<file path="src/rtl/spi_stream_pkg.sv">
// Shared types and constants for the SPI stream scheduler.
// Optional checksum word is enabled with SPI_STREAM_SCHED_CHECKSUM_EN.
package spi_stream_pkg;

  localparam int unsigned SEQ_W       = 16;
  localparam int unsigned HDR_TAG_LSB = 8;
  localparam int unsigned HDR_ID_LSB  = 0;
  localparam logic [7:0]  HDR_MAGIC_DEFAULT = 8'hA5;

  typedef enum logic [2:0] {
    StIdle,
    StHdr,
    StSeq,
    StPayload,
    StHalt
`ifdef SPI_STREAM_SCHED_CHECKSUM_EN
    , StCsum
`endif
  } sched_state_e;

  // Header layout: {tag, 4'h0, source id}
  function automatic logic [15:0] make_header(input logic [7:0] tag, input logic [3:0] id);
    logic [15:0] h;
    h = '0;
    h[HDR_TAG_LSB +: 8] = tag;
    h[HDR_ID_LSB +: 4]  = id;
    return h;
  endfunction

endpackage

</file>
<file path="src/rtl/rr_arbiter.sv">
// Combinational round-robin pick: first requester at or after last_grant+1 (mod N_SRC).
module rr_arbiter #(
  parameter int unsigned N_SRC = 4
) (
  input  logic [N_SRC-1:0] req,
  input  logic [3:0]       last_grant,
  output logic [N_SRC-1:0] gnt_onehot,
  output logic [3:0]       gnt_idx,
  output logic             gnt_valid
);

  logic [15:0] req_pad;
  logic [5:0]  cand;

  assign req_pad = 16'(req);

  always_comb begin
    gnt_idx   = '0;
    gnt_valid = 1'b0;
    cand      = '0;
    for (int k = 0; k < N_SRC; k++) begin
      // last_grant < N_SRC and k < N_SRC, so one wrap subtraction suffices
      cand = 6'(last_grant) + 6'(k) + 6'd1;
      if (cand >= 6'(N_SRC)) cand = cand - 6'(N_SRC);
      if (!gnt_valid && req_pad[cand[3:0]]) begin
        gnt_valid = 1'b1;
        gnt_idx   = cand[3:0];
      end
    end
    gnt_onehot = gnt_valid ? N_SRC'(16'b1 << gnt_idx) : '0;
  end

endmodule

</file>
<file path="src/rtl/spi_stream_scheduler.sv">
// Round-robin packet scheduler framing SPI source data onto the shared stream port.
// Define SPI_STREAM_SCHED_CHECKSUM_EN to append an XOR checksum word to each packet.
module spi_stream_scheduler
  import spi_stream_pkg::*;
#(
  parameter int unsigned N_SRC     = 4,
  parameter int unsigned PKT_WORDS = 32,
  parameter logic [7:0]  HDR_MAGIC = HDR_MAGIC_DEFAULT
) (
  input  logic                  dataclk,
  input  logic                  reset,
  input  logic                  enable,
  input  logic                  stream_overflow,
  input  logic [N_SRC-1:0]      src_req,
  input  logic [N_SRC*16-1:0]   src_data,
  output logic [N_SRC-1:0]      src_rden,
  output logic [15:0]           FIFO_DATA_STREAM,
  output logic                  FIFO_DATA_STREAM_WEN,
  output logic [3:0]            grant_id,
  output logic                  busy,
  output logic                  halted,
  output logic [31:0]           pkt_count
);

  localparam int unsigned CntW = (PKT_WORDS > 1) ? $clog2(PKT_WORDS) : 1;
  localparam logic [CntW-1:0] CntLast = CntW'(PKT_WORDS - 1);

  sched_state_e     state_q;
  logic [3:0]       last_grant_q;
  logic [N_SRC-1:0] grant_oh_q;
  logic [SEQ_W-1:0] seq_num_q;
  logic [CntW-1:0]  cnt_q;
`ifdef SPI_STREAM_SCHED_CHECKSUM_EN
  logic [15:0]      csum_q;
`endif

  logic [N_SRC-1:0] arb_onehot;
  logic [3:0]       arb_idx;
  logic             arb_valid;
  logic [15:0]      src_words [16];

  rr_arbiter #(
    .N_SRC (N_SRC)
  ) u_arb (
    .req        (src_req),
    .last_grant (last_grant_q),
    .gnt_onehot (arb_onehot),
    .gnt_idx    (arb_idx),
    .gnt_valid  (arb_valid)
  );

  // Pad the source bus to 16 lanes so the 4-bit grant index selects safely.
  for (genvar g = 0; g < 16; g++) begin : gen_words
    if (g < N_SRC) begin : gen_used
      assign src_words[g] = src_data[16*g +: 16];
    end else begin : gen_pad
      assign src_words[g] = '0;
    end
  end

  always_ff @(posedge dataclk or posedge reset) begin
    if (reset) begin
      state_q              <= StIdle;
      FIFO_DATA_STREAM     <= '0;
      FIFO_DATA_STREAM_WEN <= 1'b0;
      grant_id             <= '0;
      grant_oh_q           <= '0;
      last_grant_q         <= 4'(N_SRC - 1);
      seq_num_q            <= '0;
      cnt_q                <= '0;
      pkt_count            <= '0;
`ifdef SPI_STREAM_SCHED_CHECKSUM_EN
      csum_q               <= '0;
`endif
    end else begin
      FIFO_DATA_STREAM_WEN <= 1'b0;
      if (stream_overflow && (state_q != StHalt)) begin
        // Abandon any partial packet; nothing further is written.
        state_q <= StHalt;
      end else begin
        case (state_q)
          StIdle: begin
            if (enable && arb_valid) begin
              state_q    <= StHdr;
              grant_id   <= arb_idx;
              grant_oh_q <= arb_onehot;
            end
          end
          StHdr: begin
            FIFO_DATA_STREAM     <= make_header(HDR_MAGIC, grant_id);
            FIFO_DATA_STREAM_WEN <= 1'b1;
            cnt_q                <= '0;
`ifdef SPI_STREAM_SCHED_CHECKSUM_EN
            csum_q               <= '0;
`endif
            state_q              <= StSeq;
          end
          StSeq: begin
            FIFO_DATA_STREAM     <= seq_num_q;
            FIFO_DATA_STREAM_WEN <= 1'b1;
            seq_num_q            <= seq_num_q + 1'b1;
            state_q              <= StPayload;
          end
          StPayload: begin
            FIFO_DATA_STREAM     <= src_words[grant_id];
            FIFO_DATA_STREAM_WEN <= 1'b1;
`ifdef SPI_STREAM_SCHED_CHECKSUM_EN
            csum_q               <= csum_q ^ src_words[grant_id];
`endif
            if (cnt_q == CntLast) begin
              cnt_q <= '0;
`ifdef SPI_STREAM_SCHED_CHECKSUM_EN
              state_q <= StCsum;
`else
              state_q      <= StIdle;
              pkt_count    <= pkt_count + 1'b1;
              last_grant_q <= grant_id;
`endif
            end else begin
              cnt_q <= cnt_q + 1'b1;
            end
          end
`ifdef SPI_STREAM_SCHED_CHECKSUM_EN
          StCsum: begin
            FIFO_DATA_STREAM     <= csum_q;
            FIFO_DATA_STREAM_WEN <= 1'b1;
            state_q              <= StIdle;
            pkt_count            <= pkt_count + 1'b1;
            last_grant_q         <= grant_id;
          end
`endif
          StHalt: begin
            if (!stream_overflow) state_q <= StIdle;
          end
          default: state_q <= StIdle;
        endcase
      end
    end
  end

  // Pop strobe decoded only from registered state, so it clears with async reset.
  always_comb begin
    src_rden = '0;
    if (state_q == StPayload) src_rden = grant_oh_q;
  end

  assign busy   = (state_q != StIdle);
  assign halted = (state_q == StHalt);

endmodule
</file>
<file path="config.mk">
export PLATFORM = sky130hd
export DESIGN_NAME = spi_stream_scheduler
export DESIGN_NICKNAME = d
export VERILOG_FILES = /design/src/rtl/spi_stream_pkg.sv /design/src/rtl/rr_arbiter.sv /design/src/rtl/spi_stream_scheduler.sv
export SDC_FILE = /design/constraint.sdc
export NUM_CORES = 1
export LEC_CHECK = 0
export ABC_AREA = 1
export CAP_MARGIN = 40
export CORE_ASPECT_RATIO = 1.1
export CORE_MARGIN = 3
export CORE_UTILIZATION = 45
export DETAILED_ROUTE_END_ITERATION = 8
export PLACE_DENSITY = 0.73
export SKIP_LAST_GASP = 1
export SLEW_MARGIN = 0
export SYNTH_ARGS = -nofsm -noshare
export SYNTH_HDL_FRONTEND = slang
export SYNTH_HIERARCHICAL = 1
export SYNTH_SLANG_ARGS = --single-unit
</file>
<file path="constraint.sdc">
create_clock -name dataclk -period 8 [get_ports dataclk]
set_clock_uncertainty 0.2 [all_clocks]
set_input_delay 1.6 -clock dataclk [delete_from_list [all_inputs] [get_ports dataclk]]
set_output_delay 1.6 -clock dataclk [all_outputs]
set_load 0.01 [all_outputs]
</file>
* Yosys cells after proc, flatten, opt, wreduce, memory -nomap -nowiden *
Cells that the tools add are included.

word-level totals
  register bits after elaboration = 85
  input port bits = 72
  logic and storage cells = 97

cells by class
  $add $sub $neg = 13
  magnitude comparators = 9
  eq/ne operators = 9
  shift-type cells = 1
  multiplexer cells = 35
  bitwise gates (word level) = 2
  reduce and logical (&&, ||, !) cells = 19

operator list
  operator                 count
  $bmux W16 S4             1
  $pmux W16 S3             1
  $mux W4                  10
  $add A32 B1 Y32 const B  1
  $mux W16                 2
  $lt A4 B5 Y1 const B     4
  $add A5 B1 Y6 const B    3
  $ge A6 B3 Y1 const B     3
  $add A16 B1 Y16 const B  1
  $bmux W1 S4              4
  $sub A4 B3 Y4 const B    4
  $pmux W3 S5              1
  $mux W3                  4
  $add A4 B2 Y5 const B    2
  $mux W1                  10
  $pmux W5 S2              1
  $ne A3 B3 Y1 const B     3
  $reduce_and A3 Y1        3
  $eq A3 B2 Y1 const B     2
  $reduce_and A2 Y1        3
  $reduce_bool A3 Y1       2
  $add A4 B1 Y5 const B    1
  $add A5 B1 Y5 const B    1
  $eq A5 B5 Y1 const B     1
  14 further kinds         20

* Longest topological paths before layout *
Gate-level depths: netlist of run 1.

  word-level depth = 19
  depth in mapped cells = 23
  mapped depth without buffers = 23

* By module *
The synthesis of run 1 kept the hierarchy.

by module, submodules not included
  module                instances  cells each  area an instance (µm²)  seq. area each (µm²)
  spi_stream_scheduler  1          639         4,778.3                 2,129.5
  rr_arbiter            1          142         863.3                   0.0

* Worst setup path before layout of run 1 *
No wires, ideal clock.

  path kind = register -> register
  start point = reg last_grant_q[0]
  end point = reg grant_id[0]
  setup time = 137 ps
  arrival time = 3,046 ps
  required time = 7,663 ps
  slack = 4,617 ps
  stages on the path, launching flop included = 23
  buffers on the path = 1
  period minus slack after synthesis = 3,383 ps
  path through = dfstp_2 -> inv_1 -> ha_1 -> inv_2 -> nor2_8 -> nand3_1 -> nand2_1 -> nand2_2 -> inv_1 -> ha_1 -> a21boi_0 -> nand2_1 -> nor2_4 -> nand2_1 -> nand2_2 -> nand3_4 -> nand2_1 -> nor2_1 -> nand2_1 -> nand4_1 -> buf_2 -> nor2_1 -> a21oi_1

between the ends
  cells in the longest elaborated chain, start to end = 17

ends and longest elaborated chain
  element                                                 RTL line                     RTL
  start, declared                                         spi_stream_scheduler.sv:29   logic [3:0] last_grant_q;
  start signal, assigned                                  spi_stream_scheduler.sv:68   last_grant_q <= 4'(N_SRC - 1);
  start signal, assigned                                  spi_stream_scheduler.sv:117  last_grant_q <= grant_id;
  branches (longest 14 deep; another with $add A5 B1 Y6)  -
  $mux W1 (*)                                             rr_arbiter.sv:25             if (!gnt_valid && req_pad[cand[3:0]]) begin
  net arb_valid                                           spi_stream_scheduler.sv:39   logic arb_valid;
  $logic_and A1 B1 Y1 (*)                                 spi_stream_scheduler.sv:83   if (enable && arb_valid) begin
  $reduce_and A3 Y1 (no source line) (*)                  -
  end signal, assigned                                    spi_stream_scheduler.sv:85   grant_id <= arb_idx;
  end, declared                                           spi_stream_scheduler.sv:19   output logic [3:0] grant_id,

Mark *: on every way through the listed nets, which the timed path passes. The select of a mux whose other input is x is not followed.
A chain may end at the register's enable or synchronous reset.

* Final worst setup path of run 1 *
  start point = reg last_grant_q[0]
  end point = reg grant_oh_q[2]

between the ends
  cells in the longest elaborated chain, start to end = 17

ends and longest elaborated chain
  element                                                 RTL line                    RTL
  branches (longest 14 deep; another with $add A5 B1 Y6)  -
  $mux W1 (*)                                             rr_arbiter.sv:25
  net arb_valid                                           spi_stream_scheduler.sv:39
  $logic_and A1 B1 Y1                                     spi_stream_scheduler.sv:83
  $reduce_and A3 Y1 (no source line)                      -
  end signal, assigned                                    spi_stream_scheduler.sv:86  grant_oh_q <= arb_onehot;
  end, declared                                           spi_stream_scheduler.sv:30  logic [N_SRC-1:0] grant_oh_q;

Marks and branches as above.

==> impl_metrics.csv, run 1 <==
group,metric,value,unit
setup_path,startpoint_type,"flop",
logic_synthesis,synth_ff_type,"dfrtp_1",
logic_synthesis,ys_ff_latch,85,
logic_synthesis,yosys.area.top_type,"dfrtp_1",
final_layout,fin_cells,1066,
placed_design,portBuffers,130,
pwr,report.power.total,1.16,mW
floorplanning,start_util,46.5,%
final_layout,postLayoutCellArea,0.00735,mm^2
floorplanning,dieWidth,113,um
pwr,ir_drop,0.110,mV
final_layout,layout_common_cells,"nand2_1, clkdlybuf4s50_1, nor2_1",
logic_synthesis,synth_edf_count,0,
routing,drt-total-wl,15.0,mm
routing,dr.pass1.iters,6,
logic_synthesis,ys_async_sr_fraction,100,%
setup_path,cp.arrival,4170,ps
cts,cts_tree,"done",
sta,slew_headroom,50.9,%
placed_design,dpl_cell_area,0.00709,mm^2
global_routing,antenna_found_initial,0,
pwr,p_sw,0.333,mW
pwr,switching_share,28.6,%
sta,finalCritPeriodShare,52.2,%
pwr,p_leak,3.40,nW
pwr,p_clk_share,32.3,%
sta,tightest_slew,732,ps
global_routing,grt_max_degree,60,
routing,drt-vias-per-instance,5.18,
sta,finalCriticalPeriod,4170,ps
floorplanning,die_area,0.0139,mm^2
final_layout,nets,998,
routing,avgRoutedWirePerCell,14.1,um
placed_design,gp_congestion,0.887,
sta,clock.fmax,0.240,GHz
logic_synthesis,ys_seq_area_share,37.7,%
setup_path,crit_type,"reg2reg",
routing,vias,5522,
floorplanning,rows,42,
cts,clk_pin_slew,60,ps
logic_synthesis,syn-mean-instance-area,7.22,um^2
final_layout,num-fill-cells,1154,
floorplanning,coreArea,0.0121,mm^2
pwr,power.share.sequential,43.6,%
final_layout,synthToLayoutAreaGrowth,30.3,%
setup_path,reg2reg_setup_slack,3830,ps
global_routing,grt-ovfl-total,0,
sta,setup_slack,3830,ps
sta,timing.hold.ws,285,ps
cts,htreeDepth,3,
final_layout,final_common_cell,"nand2_1",
logic_synthesis,synthCells,781,
logic_synthesis,synth_area,0.00564,mm^2
routing,drc_errors,0,
sta,fin_setup_tns,0,ps
final_layout,fin_util,60.6,%
pwr,intPower,0.829,mW
cts,cts.sinks,85,
routing,drtAntennaViolNets,0,
cts,cts_root_buf,"clkbuf_16",
logic_synthesis,ys_top_cells_by_area,"dfrtp_1, nand2_1, nor2_1, ha_1, inv_1",
cts,clock_path_buffers,2,
logic_synthesis,ys_types,39,
setup_path,endpoint_kind,"flop",
placed_design,dp_cells,1050,
placed_design,hpwlAfterDp,11.3,mm
setup_path,cp.required,8000,ps
sta,rsz0062_at_grt,"false",
global_routing,grt_pass1_wl,25.2,mm
logic_synthesis,yosys_warnings,6,
global_routing,grt_pass1_vias,5059,
cts,post_cts_buffers,0,
logic_synthesis,yosysTopAreaCellShare,36.8,%
sta,slew_violations,0,
cts,clk_latency,330,ps
pwr,power_frac_comb,24.0,%
placed_design,dpl_worst_slack,3830,ps
sta,setup_viol,0,
sta,hold_viol,0,
final_layout,drive_gt1_share,7.13,%
cts,postCtsHoldBufs,0,
global_routing,track_usage,22.2,%
worst_hold_path,hold_class,"reg2reg",
final_layout,diodes,0,
floorplanning,die_h,123,um
routing,drtIter0Drc,345,
outcome,status,"finished clean",
cts,cts-buffers-inserted,9,
cts,ctsResizeCount,0,
pwr,pwr_density_cell,158,mW/mm^2
setup_path,crit_fanout,16,
floorplanning,boundaryPins,131,
run,maxCapViolations,0,
## registers in the layout (all words and copies together) (netlist names)
signal and count:
FIFO_DATA_STREAM 16, grant_oh_q 4, FIFO_DATA_STREAM_WEN 1, state_q 3, cnt_q 5, last_grant_q 4, seq_num_q 16, pkt_count 32
grant_id 4
## worst max-delay path: stages (launching register included)
cell and delay (ps):
dfstp_2 730, inv_1 240, ha_1 440, inv_2 110, nor2_8 120, nand3_1 70, nand2_1 70, nand2_2 80
inv_1 80, ha_1 130, a21boi_0 160, nand2_1 100, nor2_4 160, nand2_1 90, nand2_2 100, nand3_4 100
nand2_1 80, nor2_1 50, nand2_1 120, nand4_1 480, nor2_1 260, a21oi_1 60
## power by group through the flow
stage                     Clock (mW)  Combinational [mW]  Sequential [mW]
after detailed placement           0               0.280            0.514
after CTS                      0.385               0.281            0.507
after floorplan                    0               0.124            0.520
after global routing           0.401               0.309            0.512
final                          0.376               0.279            0.507
after global placement             0               0.273            0.514
## synth_stat cells (4+ instances only)
cell and n:
inv_2 5, nand2_2 9, inv_1 61, o21ai_1 7
nand3_1 44, ha_1 19, buf_2 6, xor2_1 21
a21oi_1 39, nor2_1 105, nor2_4 4, xnor2_1 6
nor2_2 10, nand3b_1 9, nor3_1 12, dfrtp_1 83
nand2_1 218, nand4_1 23, clkbuf_1 10, o21ai_0 43
o22ai_1 15
## layout make-up
| class | count | area, um^2 | area share (%) |
|---|---|---|---|
| Timing Repair Buffer | 136 | 1370 | 18.7 |
| Clock inverter | 2 | 10.0 | 0.136 |
| Multi-Input combinational cell | 606 | 3130 | 42.6 |
| Clock buffer | 14 | 254 | 3.46 |
| Sequential cell | 85 | 2130 | 29.0 |
| Inverter | 69 | 263 | 3.57 |
| Tap cell | 154 | 193 | 2.62 |
## worst paths after layout
kind                                                  start  depth (start not counted)                          end
min in group asynchronous                             reset                          3    seq_num_q[13]$_DFFE_PP0P_
worst min register to register         cnt_q[3]$_DFFE_PP0P_                          1         cnt_q[3]$_DFFE_PP0P_
worst max register to register  last_grant_q[0]$_DFFE_PP1P_                         21    grant_oh_q[2]$_DFFE_PP0P_
worst min-delay path                   cnt_q[3]$_DFFE_PP0P_                          1         cnt_q[3]$_DFFE_PP0P_
max in group asynchronous                             reset                          4  last_grant_q[1]$_DFFE_PP1P_
worst max-delay path            last_grant_q[0]$_DFFE_PP1P_                         21    grant_oh_q[2]$_DFFE_PP0P_
## cell families after synthesis
group | share of synthesized area (%)
AO/OA/AOI/OAI | 10.2
XOR/XNOR | 4.19
adder cells (fa/ha/maj) | 4.21
buffers and inverters | 6.83
flip-flops | 37.7
other | 0.0665
AND/OR/NAND/NOR | 36.7
## metal layers
metal  share of wire, %  GRT usage (%)  vias to the layer above  wire [um]
li1                   -              -                     2788          -
met1                 47           31.6                     2596       6980
met2                 48           36.3                      129       7130
met3                5.1           3.13                        9        771
met4               0.77           4.43                        0        115
met5                  0              0                        -          0
Note: power is estimated with default switching activity, not from simulation.
==> run 2: changes to the inputs <==
--- a/config.mk
+++ b/config.mk
@@ -11,7 +11,7 @@
 export CORE_MARGIN = 3
 export CORE_UTILIZATION = 45
 export DETAILED_ROUTE_END_ITERATION = 8
-export PLACE_DENSITY = 0.73
+export PLACE_DENSITY = 0.76
 export SKIP_LAST_GASP = 1
 export SLEW_MARGIN = 0
 export SYNTH_ARGS = -nofsm -noshare
==> constraint.sdc (replaced) <==
create_clock -name dataclk -period 3.73 [get_ports dataclk]
set_clock_uncertainty 0.2 [all_clocks]
set_input_delay 0.746 -clock dataclk [delete_from_list [all_inputs] [get_ports dataclk]]
set_output_delay 0.746 -clock dataclk [all_outputs]
set_load 0.01 [all_outputs]
==> run 2 against run 1 <==
  * First-iteration DRC count up 18%
  * Die area unchanged
  * Clock-buffer cell count down 2
  * Hold slack worse by 20 ps
  * Global-route usage down 0.15 points
  * Sequential share of layout area down 0.37 points
  * Non-clock buffer count up 5
  * Sequential power up 110%
  * Combinational power up 110%
  * Register-to-register slack worse by 3500 ps
  * Clock power rose to 2.6 times the previous value
  * Fmax up 23%
  * Critical path type unchanged
==> impl_metrics.csv, run 2 (synthesis gave the netlist of run 1 again) <==
group,metric,value,unit
outcome,status,"finished clean",
final_layout,regArea,0.00213,mm^2
pwr,power.share.sequential,40.9,%
setup_path,crit_buf_inv,4,
global_routing,grt_pass1_wl,24.9,mm
setup_path,reg2reg_setup_slack,350,ps
setup_path,cp.required,3750,ps
final_layout,synthToLayoutAreaGrowth,32.0,%
floorplanning,dieWidth,113,um
setup_path,path_delay_family,"simple AND/OR/NAND/NOR gates",
global_routing,met3_usage,3.18,%
setup_path,crit_chain,"inv_2 -> ha_1 -> inv_2 -> nor2_8 -> nand3_1 -> nand2_1 -> nand2_2 -> inv_1 -> ha_1 -> a21boi_0 -> nand2_1 -> nor2_4 -> nand2_1 -> nand2_2 -> nand3_4 -> nand2_1 -> nor2_1 -> nand2_1 -> nand4_1 -> buf_4 -> nor2_1 -> a21oi_1",
setup_path,startpoint_type,"flop",
cts,postCtsHoldBufs,0,
routing,dr.pass1.iters,5,
setup_path,endpoint_kind,"flop",
setup_path,crit_fanout,10,
floorplanning,coreArea,0.0121,mm^2
worst_hold_path,hold_class,"reg2reg",
routing,drtAntennaViolNets,0,
floorplanning,start_util,46.5,%
routing,drt-vias-per-instance,5.16,
worst_hold_path,worstHoldStart,"cnt_q[3]$_DFFE_PP0P_",
cts,clock_path_buffers,2,
final_layout,nets,1003,
global_routing,grtUsageMet2,34.8,%
sta,setup_viol,0,
cts,cts-buffers-inserted,9,
sta,finalCriticalPeriod,3380,ps
setup_path,rr_endpoint,"grant_oh_q[0]$_DFFE_PP0P_",
worst_hold_path,whs_endpoint,"cnt_q[3]$_DFFE_PP0P_",
final_layout,diodes,0,
setup_path,critPathLaunch,"last_grant_q[1]$_DFFE_PP1P_",
floorplanning,die_h,123,um
final_layout,multi_input_area,0.00313,mm^2
pwr,p_sw,0.728,mW
routing,avgRoutedWirePerCell,14.1,um
floorplanning,rows,42,
global_routing,grt_pass1_vias,5113,
global_routing,grt_max_degree,86,
sta,rsz0062_at_grt,"false",
routing,drt-total-wl,15.1,mm
global_routing,antenna_found_initial,0,
sta,slew_violations,0,
pwr,power_frac_comb,22.3,%
sta,timing.hold.ws,265,ps
setup_path,reg2reg_from,"last_grant_q[1]$_DFFE_PP1P_",
setup_path,slowest_delay,600,ps
cts,clk_pin_slew,60,ps
final_layout,largest_register,"pkt_count",
pwr,report.power.total,2.66,mW
run,maxCapViolations,0,
routing,vias,5528,
setup_path,crit_slowest_cell,"dfstp_2",
setup_path,crit_type,"reg2reg",
cts,cts_tree,"done",
sta,hold_viol,0,
sta,tightest_slew,716,ps
placed_design,hpwlAfterDp,11.4,mm
final_layout,reg.largest.list,"pkt_count (32), FIFO_DATA_STREAM (16), seq_num_q (16)",
pwr,p_clk_share,36.7,%
final_layout,final_common_cell,"nand2_1",
sta,slew_headroom,52.0,%
final_layout,largest_reg_flops,32,
final_layout,drive_gt1_share,8.07,%
pwr,p_leak,3.45,nW
global_routing,busiest_layer,"met2",
routing,drtIter0Drc,407,
cts,cts.sinks,85,
worst_hold_path,hold_path_depth,1,
final_layout,num-fill-cells,1101,
placed_design,gp_congestion,0.935,
setup_path,cp.arrival,3400,ps
pwr,pwr_density_cell,357,mW/mm^2
floorplanning,boundaryPins,131,
placed_design,portBuffers,130,
cts,htreeDepth,3,
global_routing,grt_util_met1,31.2,%
setup_path,r2r_cells,22,
pwr,ir_drop,0.207,mV
sta,finalCritPeriodShare,90.6,%
final_layout,layout_common_cells,"nand2_1, clkdlybuf4s50_1, nor2_1",
global_routing,grt-ovfl-total,0,
pwr,intPower,1.93,mW
sta,clock.fmax,0.296,GHz
setup_path,cp_common_cell,"nand2_1",
routing,drc_errors,0,
cts,clk_latency,340,ps
setup_path,crit_cells,22,
pwr,switching_share,27.4,%
global_routing,track_usage,22.0,%
cts,cts_root_buf,"clkbuf_16",
floorplanning,die_area,0.0139,mm^2
[run 2: power by group through the flow]
stage          Clock [mW]  Combinational [mW]  Sequential, mW
2_1_floorplan           0               0.267            1.11
3_3_place_gp            0               0.583            1.10
3_5_place_dp            0               0.596            1.10
4_1_cts             0.990               0.600            1.09
5_1_grt              1.03               0.659            1.10
6_report            0.976               0.594            1.09
[run 2: per-stage QoR]
stage          cells  setup WS [ps]  setup TNS, ps  util, %  instance area, um^2
2_1_floorplan    782            347              0        -                 5650
3_3_place_gp    1052           88.5              0     58.4                 7090
3_5_place_dp    1053          -27.2           -125     58.5                 7100
4_1_cts         1071            314              0     61.3                 7450
5_1_grt         1071           51.7              0     61.3                 7450
6_report        1071            350              0     61.3                 7450
[run 2: final cells by class]
cell class	instances	share of cell area, %
Multi-Input combinational cell	606	42.0
Sequential cell	85	28.6
Timing Repair Buffer	141	18.9
Inverter	69	3.53
Clock buffer	12	3.44
Tap cell	154	2.59
Clock inverter	4	0.941
[run 2: worst reg2reg max path: cells and delay by family (launching register included)]
kind,cells,cell delay (ps)
compound gates,2,210
fa+ha+maj,2,480
buf+inv,4,500
flops,1,600
simple gates,14,1300
[run 2: how the worst max path moves through the flow]
| stage | endpoint | slack [ps] |
|---|---|---|
| after floorplan | grant_id[0]$_DFFE_PP0P_ | 350 |
| after global placement | grant_id[0]$_DFFE_PP0P_ | 90 |
| after detailed placement | grant_id[2]$_DFFE_PP0P_ | -30 |
| after CTS | grant_id[1]$_DFFE_PP0P_ | 310 |
| after global routing | grant_oh_q[0]$_DFFE_PP0P_ | 50 |
| final | grant_oh_q[0]$_DFFE_PP0P_ | 350 |
[run 2: metal layers]
layer  up-vias  routed length [um]
li1       2810                   -
met1      2558                6950
met2       135                7050
met3        25                 703
met4         0                 341
met5         -                   0
[run 2: timing repair]
| item | in CTS | in global routing |
|---|---|---|
| endpoints found under the setup margin | 8 | 1 |
| hold endpoints to repair | 0 | 0 |
| pin swaps | 0 | 0 |
| gates resized for setup | 0 | 1 |
| gates cloned | 0 | 0 |
| buffers inserted | 2 | 0 |
==> run 3: changes to the inputs <==
--- a/config.mk
+++ b/config.mk
@@ -11,7 +11,7 @@
 export CORE_MARGIN = 3
 export CORE_UTILIZATION = 45
 export DETAILED_ROUTE_END_ITERATION = 8
-export PLACE_DENSITY = 0.76
+export PLACE_DENSITY_LB_ADDON = 0.2
 export SKIP_LAST_GASP = 1
 export SLEW_MARGIN = 0
 export SYNTH_ARGS = -nofsm -noshare
==> run 3 against run 2 <==
  * Via count shrank 1.5%
  * Non-clock buffer count down 1
  * Sequential share of layout area rose by 0.25 points
  * Total power decreased by 6.6%
  * Critical path depth unchanged
  * Wire length down 2.3%
  * Fmax decreased by 2.0%
  * Worst setup slack worse by 68 ps
  * Flip-flop and latch count did not move
  * First-iteration DRC count shrank 21%
  * Critical endpoint is now grant_id[1]$_DFFE_PP0P_
  * Highest routed layer unchanged
==> impl_metrics.csv, run 3 (synthesis gave the netlist of run 1 again) <==
group,metric,value,unit
pwr,power.share.sequential,43.6,%
setup_path,endpoint_kind,"flop",
global_routing,met3_usage,4.50,%
cts,clk_latency,330,ps
worst_hold_path,worstHoldStart,"cnt_q[3]$_DFFE_PP0P_",
placed_design,gp_congestion,0.871,
final_layout,drive_gt1_share,7.98,%
setup_path,cp.required,3730,ps
cts,cts_root_buf,"clkbuf_16",
global_routing,grt_pass1_vias,5053,
pwr,p_leak,3.41,nW
global_routing,grt_pass1_wl,24.5,mm
final_layout,postLayoutCellArea,0.00738,mm^2
cts,postCtsHoldBufs,0,
pwr,p_sw,0.714,mW
sta,clock.fmax,0.290,GHz
cts,cts.sinks,85,
setup_path,crit_type,"reg2reg",
final_layout,multi_input_area,0.00314,mm^2
routing,drtAntennaViolNets,0,
final_layout,regArea,0.00213,mm^2
sta,hold_viol,0,
sta,finalCriticalPeriod,3450,ps
routing,drt-vias-per-instance,5.09,
global_routing,grtUsageMet2,33.1,%
global_routing,busiest_layer,"met2",
routing,avgRoutedWirePerCell,13.8,um
run,maxCapViolations,0,
pwr,intPower,1.77,mW
floorplanning,start_util,46.5,%
floorplanning,rows,42,
final_layout,layout_common_cells,"nand2_1, clkdlybuf4s50_1, nor2_1",
cts,cts_tree,"done",
final_layout,num-fill-cells,1115,
placed_design,dpl_worst_slack,-63.1,ps
setup_path,crit_fanout,16,
final_layout,reg.largest.list,"pkt_count (32), FIFO_DATA_STREAM (16), seq_num_q (16)",
routing,drtIter0Drc,322,
outcome,status,"finished clean",
final_layout,synthToLayoutAreaGrowth,30.8,%
cts,clk_pin_slew,60,ps
global_routing,grt_util_met1,30.3,%
sta,slew_headroom,52.4,%
routing,dr.pass1.iters,5,
placed_design,dpl_cell_area,0.00710,mm^2
placed_design,dp_cells,1053,
pwr,switching_share,28.8,%
global_routing,track_usage,21.3,%
floorplanning,die_h,123,um
sta,fin_setup_tns,0,ps
setup_path,critPathLaunch,"last_grant_q[1]$_DFFE_PP1P_",
placed_design,portBuffers,130,
sta,tightest_slew,710,ps
sta,finalCritPeriodShare,92.5,%
routing,drc_errors,0,
global_routing,grt-ovfl-total,0,
setup_path,cp.arrival,3450,ps
floorplanning,dieWidth,113,um
cts,clock_path_buffers,2,
sta,rsz0062_at_grt,"false",
setup_path,reg2reg_from,"last_grant_q[1]$_DFFE_PP1P_",
cts,htreeDepth,3,
pwr,power_frac_comb,23.9,%
routing,drt-total-wl,14.7,mm
global_routing,antenna_found_initial,0,
global_routing,grt_max_degree,49,
pwr,p_clk_share,32.5,%
setup_path,reg2reg_setup_slack,280,ps
final_layout,largest_reg_flops,32,
pwr,ir_drop,0.206,mV
pwr,pwr_density_cell,336,mW/mm^2
final_layout,largest_register,"pkt_count",
worst_hold_path,hold_class,"reg2reg",
floorplanning,boundaryPins,131,
placed_design,hpwlAfterDp,11.2,mm
setup_path,startpoint_type,"flop",
sta,setup_viol,0,
routing,vias,5443,
final_layout,final_common_cell,"nand2_1",
cts,cts-buffers-inserted,9,
sta,slew_violations,0,
sta,setup_slack,282,ps
final_layout,nets,1002,
final_layout,fin_cells,1069,
floorplanning,coreArea,0.0121,mm^2
floorplanning,die_area,0.0139,mm^2
final_layout,diodes,0,
-- run 3: layer usage --
metal  up-vias  share of wire, %
met3        16               6.7
met2       144                45
met5         -                 0
met4         0               1.4
li1       2798                 -
met1      2485                47
-- run 3: per-stage QoR --
stage | total power, mW | util (%) | hold slack (ps)
6_report | 2.48 | 60.8 | 273
5_1_grt | 2.62 | 60.8 | 296
4_1_cts | 2.51 | 60.7 | 279
3_5_place_dp | 1.70 | 58.5 | 272
3_3_place_gp | 1.69 | 58.5 | 267
2_1_floorplan | 1.38 | - | 244
-- run 3: path summary, 6_finish.rpt --
check | end | cells past startpoint
min in group asynchronous | FIFO_DATA_STREAM[14]$_DFFE_PP0P_ | 2
worst max register to register | grant_id[1]$_DFFE_PP0P_ | 22
worst max-delay path | grant_id[1]$_DFFE_PP0P_ | 22
max in group asynchronous | last_grant_q[1]$_DFFE_PP1P_ | 3
worst min register to register | cnt_q[3]$_DFFE_PP0P_ | 1
worst min-delay path | cnt_q[3]$_DFFE_PP0P_ | 1
-- run 3: area by class of cell --
| cell class | count | area share [%] |
|---|---|---|
| multi-input combinational | 606 | 42.5 |
| sequential | 85 | 28.9 |
| timing repair buffer | 140 | 18.9 |
| inverter | 69 | 3.56 |
| clock buffer | 11 | 3.29 |
| tap | 154 | 2.61 |
| clock inverter | 4 | 0.339 |
-- run 3: worst max-delay path, stage by stage (launching register included) --
cell and delay [ps]:
dfstp_2 600, inv_1 130, ha_1 330, inv_2 80, nor2_8 110, nand3_1 80
nand2_1 80, nand2_2 80, inv_1 90, ha_1 140, a21boi_0 170, nand2_1 110
nor2_4 160, nand2_1 80, nand2_2 100, nand3_4 100, nand2_1 90, nor2_2 50
nand2_2 90, nand4_1 130, buf_6 180, nor2_1 90, a21oi_1 50
-- run 3: timing repair --
action / CTS / global route
gates resized for setup: 0 / 3
setup endpoints to repair: 8 / 8
buffers inserted: 1 / 0
-- run 3: power by group through the flow --
stage | registers [mW] | clock network [mW] | logic [mW]
6_report | 1.08 | 0.807 | 0.594
5_1_grt | 1.09 | 0.862 | 0.661
4_1_cts | 1.08 | 0.830 | 0.599
3_5_place_dp | 1.10 | 0 | 0.596
3_3_place_gp | 1.10 | 0 | 0.593
2_1_floorplan | 1.11 | 0 | 0.267
